--- src/rtl/adder_selftest_if.sv ---
// Bus between the adder self-test block and its environment.
// Carries the operand/sum path to the adder plus run control and result status.
// master = self-test block, slave = adder side / controller.
interface adder_selftest_if;
  logic       ena;
  logic       start;
  logic [7:0] sum_in;
  logic [7:0] op_a;
  logic [7:0] op_b;
  logic       busy;
  logic       done;
  logic       pass;
  logic [7:0] err_count;
  logic       fail_valid;
  logic [7:0] first_fail_idx;

  modport master (
    input  ena, start, sum_in,
    output op_a, op_b, busy, done, pass, err_count, fail_valid, first_fail_idx
  );

  modport slave (
    output ena, start, sum_in,
    input  op_a, op_b, busy, done, pass, err_count, fail_valid, first_fail_idx
  );
endinterface

--- src/rtl/adder_selftest.sv ---
// On-chip stimulus generator and checker for an 8-bit wrap-around adder.
// Latency: one vector every LATENCY+1 enabled cycles; done after NUM_VECTORS vectors.
// Backpressure: none; ena low freezes every register (clean pause, no sampling).
module adder_selftest #(
  parameter int NUM_VECTORS = 64,
  parameter int LATENCY     = 1
) (
  input  logic              clk,
  input  logic              rst_n,
  adder_selftest_if.master  bus
);

  localparam int         WW       = (LATENCY < 1) ? 1 : $clog2(LATENCY + 1);
  localparam logic [7:0] LAST_IDX = 8'(NUM_VECTORS - 1);

  typedef enum logic [1:0] {IDLE, RUN, DONE} state_t;

  state_t          state;
  state_t          state_next;
  logic [7:0]      idx;
  logic [15:0]     lfsr;
  logic [WW-1:0]   wait_cnt;
  logic [7:0]      op_a_q;
  logic [7:0]      op_b_q;
  logic [7:0]      err_q;
  logic [7:0]      ffi_q;
  logic            fv_q;
  logic            pass_q;

  // Control strobes and state-derived status
  logic            launch;
  logic            sample;
  logic            last;
  logic            mismatch;
  logic            busy;
  logic            done;

  // Datapath helpers
  logic [7:0]      sum_exp;
  logic [7:0]      err_nxt;
  logic [7:0]      nv_idx;
  logic            use_lfsr;
  logic [15:0]     nv;
  logic [15:0]     lfsr_step;

  // Directed vectors for idx 0..4, packed as {op_a, op_b}.
  function automatic logic [15:0] directed_vec(input logic [2:0] i);
    case (i)
      3'd1:    return {8'd10,  8'd15};
      3'd2:    return {8'd20,  8'd30};
      3'd3:    return {8'd255, 8'd1};
      3'd4:    return {8'd128, 8'd128};
      default: return 16'h0000;
    endcase
  endfunction

  // FSM state register; next-state logic already folds in ena.
  always_ff @(posedge clk or negedge rst_n) begin
    if (!rst_n) state <= IDLE;
    else        state <= state_next;
  end

  // FSM next-state: launch from IDLE/DONE, finish on the last sample.
  always_comb begin
    state_next = state;
    case (state)
      IDLE, DONE: if (launch)          state_next = RUN;
      RUN:        if (sample && last)  state_next = DONE;
      default:                         state_next = IDLE;
    endcase
  end

  // FSM outputs: strobes for the datapath and the status flags.
  always_comb begin
    launch   = bus.ena && bus.start && (state != RUN);
    sample   = bus.ena && (state == RUN) && (wait_cnt == '0);
    last     = (idx == LAST_IDX);
    mismatch = sample && (bus.sum_in != sum_exp);
    busy     = (state == RUN);
    done     = (state == DONE);
  end

  // Expected sum, saturating error count and next-vector selection.
  always_comb begin
    sum_exp   = op_a_q + op_b_q;
    err_nxt   = err_q;
    if (mismatch && (err_q != 8'hFF)) err_nxt = err_q + 8'd1;
    nv_idx    = launch ? 8'd0 : (idx + 8'd1);
    use_lfsr  = (nv_idx >= 8'd5);
    nv        = use_lfsr ? {lfsr[7:0], lfsr[15:8]} : directed_vec(nv_idx[2:0]);
    lfsr_step = {lfsr[14:0], lfsr[15] ^ lfsr[13] ^ lfsr[12] ^ lfsr[10]};
  end

  // Run datapath: vector drive, latency wait, sampling and result capture.
  always_ff @(posedge clk or negedge rst_n) begin
    if (!rst_n) begin
      idx      <= 8'd0;
      lfsr     <= 16'hACE1;
      wait_cnt <= '0;
      op_a_q   <= 8'd0;
      op_b_q   <= 8'd0;
      err_q    <= 8'd0;
      ffi_q    <= 8'd0;
      fv_q     <= 1'b0;
      pass_q   <= 1'b0;
    end else if (launch) begin
      idx      <= 8'd0;
      lfsr     <= 16'hACE1;
      wait_cnt <= WW'(LATENCY);
      op_a_q   <= nv[15:8];
      op_b_q   <= nv[7:0];
      err_q    <= 8'd0;
      ffi_q    <= 8'd0;
      fv_q     <= 1'b0;
      pass_q   <= 1'b0;
    end else if (sample) begin
      err_q <= err_nxt;
      if (mismatch && !fv_q) begin
        ffi_q <= idx;
        fv_q  <= 1'b1;
      end
      if (last) begin
        // Operands hold their last values; pass includes this sample.
        pass_q <= (err_nxt == 8'd0);
      end else begin
        idx      <= nv_idx;
        op_a_q   <= nv[15:8];
        op_b_q   <= nv[7:0];
        wait_cnt <= WW'(LATENCY);
        if (use_lfsr) lfsr <= lfsr_step;
      end
    end else if (bus.ena && (state == RUN) && (wait_cnt != '0)) begin
      wait_cnt <= wait_cnt - WW'(1);
    end
  end

  // Drive the interface outputs.
  always_comb begin
    bus.op_a           = op_a_q;
    bus.op_b           = op_b_q;
    bus.busy           = busy;
    bus.done           = done;
    bus.pass           = pass_q;
    bus.err_count      = err_q;
    bus.fail_valid     = fv_q;
    bus.first_fail_idx = ffi_q;
  end

endmodule

--- src/flat_wrapper.sv ---
// flat-port wrapper written by rule: the top's interface ports become plain ports
module adder_selftest_flat 
#(
  parameter int NUM_VECTORS = 64,
  parameter int LATENCY     = 1
)
  (clk, rst_n, bus_ena, bus_start, bus_sum_in, bus_op_a, bus_op_b, bus_busy, bus_done, bus_pass, bus_err_count, bus_fail_valid, bus_first_fail_idx);
  adder_selftest_if bus_i ();
  input  logic clk;
  input  logic rst_n;
  input wire logic [$bits(bus_i.ena)-1:0] bus_ena;
  input wire logic [$bits(bus_i.start)-1:0] bus_start;
  input wire logic [$bits(bus_i.sum_in)-1:0] bus_sum_in;
  output wire logic [$bits(bus_i.op_a)-1:0] bus_op_a;
  output wire logic [$bits(bus_i.op_b)-1:0] bus_op_b;
  output wire logic [$bits(bus_i.busy)-1:0] bus_busy;
  output wire logic [$bits(bus_i.done)-1:0] bus_done;
  output wire logic [$bits(bus_i.pass)-1:0] bus_pass;
  output wire logic [$bits(bus_i.err_count)-1:0] bus_err_count;
  output wire logic [$bits(bus_i.fail_valid)-1:0] bus_fail_valid;
  output wire logic [$bits(bus_i.first_fail_idx)-1:0] bus_first_fail_idx;
  assign bus_i.ena = bus_ena;
  assign bus_i.start = bus_start;
  assign bus_i.sum_in = bus_sum_in;
  assign bus_op_a = bus_i.op_a;
  assign bus_op_b = bus_i.op_b;
  assign bus_busy = bus_i.busy;
  assign bus_done = bus_i.done;
  assign bus_pass = bus_i.pass;
  assign bus_err_count = bus_i.err_count;
  assign bus_fail_valid = bus_i.fail_valid;
  assign bus_first_fail_idx = bus_i.first_fail_idx;
  adder_selftest #(.NUM_VECTORS(NUM_VECTORS), .LATENCY(LATENCY)) u_core (.clk(clk), .rst_n(rst_n), .bus(bus_i));
endmodule
--- config.mk ---
export PLATFORM = sky130hd
export DESIGN_NAME = adder_selftest_flat
export DESIGN_NICKNAME = d
export VERILOG_FILES = /design/src/rtl/adder_selftest_if.sv /design/src/rtl/adder_selftest.sv /design/src/flat_wrapper.sv
export SDC_FILE = /design/constraint.sdc
export NUM_CORES = 1
export LEC_CHECK = 0
export CORE_MARGIN = 5
export CORE_UTILIZATION = 35
export DETAILED_ROUTE_END_ITERATION = 6
export PLACE_DENSITY = 0.54
export SLEW_MARGIN = 40
export SYNTH_ARGS = -nofsm -noshare
export SYNTH_HDL_FRONTEND = slang
export SYNTH_SLANG_ARGS = --single-unit
--- constraint.sdc ---
create_clock -name clk -period 3.2 [get_ports clk]
set_input_delay 0.48 -clock clk [delete_from_list [all_inputs] [get_ports clk]]
set_output_delay 0.48 -clock clk [all_outputs]
set_load 0.05 [all_outputs]
==> reports/results.tsv <==
stage	metric	value	unit
run_status	status	finished, final reports clean	
synth	EDFF count, synth	0	
timing	final hold viol count	0	
setup_path	r2r startpoint	u_core.bus.op_a[0]$_DFFE_PN0P_	
synth	Synth Area in Compound Gates	18.6	%
timing	clk_skew	0.00949	ns
global_routing	first-pass GRT wire length	15200	µm
power_and_ir_drop	Max VDD drop	0.451	mV
run	number of max-cap violations	0	
route	DR vias	2893	
synth	largest family of logic cells by synthesized area	simple AND/OR/NAND/NOR gates	
clocking	Post-CTS Setup Inserts	0	
route	DR pass1 iterations	4	
clocking	CTS sink count	61	
setup_path	Worst Path Class, Setup	flop to flop	
timing	measured slew at the worst slew-check pin	0.611	ns
timing	Worst slew margin	59.2	%
setup_path	crit end category	flop	
final_layout	Multi-input gate area	0.00184	mm²
synth	synth warn	0	
route	via density per instance	5.20	
route	Residual DRC	0	
setup_path	CP Launch Type	flop	
synth	mux cell area share after synthesis	2.65	%
clocking	maximum buffer depth of the clock tree	2	
timing	Setup TNS	0	ns
synth	Avg Cell Area, Syn	9.56	µm²
synth	Synthesized Nets	392	
clocking	TritonCTS clock tree	built	
final_layout	Inserted Diodes	0	
setup_path	Worst EP required	3.43	ns
clocking	PostCTS Resize Cnt	0	
synth	Seq/Total Area, Yosys	43.4	%
final_layout	area grow syn2layout	22.6	%
place	Post-DP HPWL	6500	µm
global_routing	largest net degree at the start of global routing	42	
worst_hold_path	Hold WC Path Type	primary input to async pin	
final_layout	Final Core Density	44.2	%
setup_path	crit-path max FO	6	
die	Rows	36	
clocking	H-tree depth	3	
route	antenna viol nets, final	0	
global_routing	initial antenna violation count	0	
route	initial DRC count	136	
timing	Pins Over Slew Limit	0	
die	num ports	48	
clocking	Clock Tree Root	clkbuf_8	
route	WL/cell	15.8	µm
die	die area	0.0122	mm²
die	initial core utilization	36.0	%
final_layout	FF+latch area	0.00154	mm²
synth	Post-Synth XOR/XNOR Area	5.69	%
die	Core Area	0.00982	mm²
global_routing	Remaining Overflow, GRT	0	
global_routing	Total GRT Usage	15.0	%
power_and_ir_drop	LEAKAGE	1.82	nW
synth	Distinct cells, synth	68	
place	pre-CTS setup slack	0.254	ns
final_layout	commonest non-fill, non-tap cell in the layout	dfrtp_1	
place	RePlAce Congestion	0.841	
clocking	Clock transition at path regs	0.07	ns
final_layout	filler instances	1044	
route	final wirelength	8760	µm
synth	Gate Count Post-Synth	370	
synth	predominant post-synthesis flop cell	dfrtp_1	
clocking	Clk Latency, worst-skew pair	0.35	ns
power_and_ir_drop	Power Dens Cells	1080	mW/mm²
final_layout	non-filler instance count after layout	556	
global_routing	vias in the first global route	2948	
synth	adder-cell area share of the yosys netlist	3.75	%
die	die width	111	µm
place	Port Buffer Count	47	
setup_path	R2R depth	10	
timing	post-route minimum period	2.91	ns
synth	Seq cells post-synth	61	
timing	RSZ-0062 raised after global routing	false	
synth	Synth Area in Simple Gates	21.4	%
die	height of the chip	111	µm
setup_path	Reg2Reg Setup Slack	0.29	ns
timing	final setup fails	0	
clocking	hold_buf cts	0	
final_layout	nets	440	
timing	final worst path period share	90.8	%
timing	Worst Setup Slack, final	0.293	ns
setup_path	Arr. time, crit path	3.14	ns
synth	Cell Area, Synth	0.00354	mm²
place	Placed Cells	540	
clocking	CTS buffer count	9	
setup_path	CP startpoint	u_core.bus.op_a[0]$_DFFE_PN0P_	
timing	fmax	344	MHz
final_layout	commonest non-fill, non-tap cells in the layout	dfrtp_1, nand2_1, clkdlybuf4s50_1	
final_layout	share of cells above drive strength 1	15.6	%
synth	Async S/R FF share, synth	100	%
## Yosys cell counts, types with 3 or more instances
master,instances,area [µm²]
and2_1,3,18.8
a21oi_1,16,80.1
nor3_1,7,35.0
o21ai_1,5,25.0
inv_1,3,11.3
dfstp_2,8,210
a31oi_1,6,37.5
and3_4,3,33.8
nor2_1,31,116
and3_1,4,25.0
ha_1,9,113
xor2_1,13,114
buf_2,4,20.0
a31o_2,10,87.6
mux2_2,3,33.8
o21ai_0,19,95.1
a211oi_1,5,37.5
a22o_1,3,26.3
o31a_1,3,26.3
clkbuf_1,10,37.5
or3_1,3,18.8
nand3_1,15,75.1
nand2_1,49,184
xnor2_1,10,87.6
buf_6,7,78.8
dfrtp_1,53,1330
mux2i_1,6,60.1
nor3b_1,10,75.1
nand4_1,3,18.8
o211ai_1,3,22.5
## flip-flops by register name, summed over array words and instances, names as in the netlist
register and count:
u_core.bus.err_count 8, u_core.bus.fail_valid 1, u_core.bus.first_fail_idx 8, u_core.bus.op_a 8
u_core.bus.op_b 8, u_core.bus.pass 1, u_core.idx 8, u_core.lfsr 16
u_core.state 2, u_core.wait_cnt 1
## area by class of cell
class / count / area share (%)
multi-input cells: 283 / 42.5
flip-flops and latches: 61 / 35.4
repair buffers: 60 / 13.0
well taps: 133 / 3.84
clock buffers: 10 / 2.94
clock inverters: 6 / 2.02
inverters: 3 / 0.260
## layer usage
metal	global-route usage [%]	up-vias	part of all wire (%)	wire length (µm)
met5	0	-	0	0
met4	5.42	0	1.7	147
met3	3.39	13	3.5	308
met2	22.9	54	46	4040
met1	20.8	1379	49	4270
li1	-	1447	-	-
## metrics by stage
step / area, µm² / total power [mW] / hold WS, ns
final: 4340 / 4.69 / 0.0818
after global routing: 4340 / 5.06 / 0.117
after detailed placement: 4120 / 3.96 / 0.460
after CTS: 4340 / 4.74 / 0.0921
after floorplan: 3540 / 3.30 / 0.184
after global placement: 4120 / 3.95 / 0.458
## critical path: stages, from the launching register on
cell and delay, ns:
dfrtp_1 0.41, ha_1 0.23, fa_1 0.42, a211oi_1 0.31, o21bai_1 0.14, a211oi_1 0.37, o22a_1 0.24, a21oi_2 0.10
buf_4 0.16, and2_1 0.15, mux2_2 0.26
## where the power goes
group	internal [mW]	leakage, nW	switching, mW
clock	0.437	0.0985	0.321
combinational	1.01	0.953	1.55
sequential	1.07	0.771	0.295
## path summary, 6_finish.rpt
path / end
max: u_core.bus.err_count[0]$_DFFE_PN0P_
min: u_core.lfsr[9]$_DFFE_PN0P_
max reg2reg: u_core.bus.err_count[0]$_DFFE_PN0P_
min reg2reg: u_core.lfsr[6]$_DFFE_PN1P_
max in group asynchronous: u_core.lfsr[13]$_DFFE_PN1P_
min in group clk: u_core.lfsr[6]$_DFFE_PN1P_
## cells by family (layout without fill, tap and decap cells)
kind of cell    after synthesis  after routing
xor+xnor                     23             23
compound gates               94             94
buf+inv                      26             79
flops                        61             61
simple gates                147            147
mux                           9              9
fa+ha+maj                    10             10
Power figures use the tool's default switching activity.
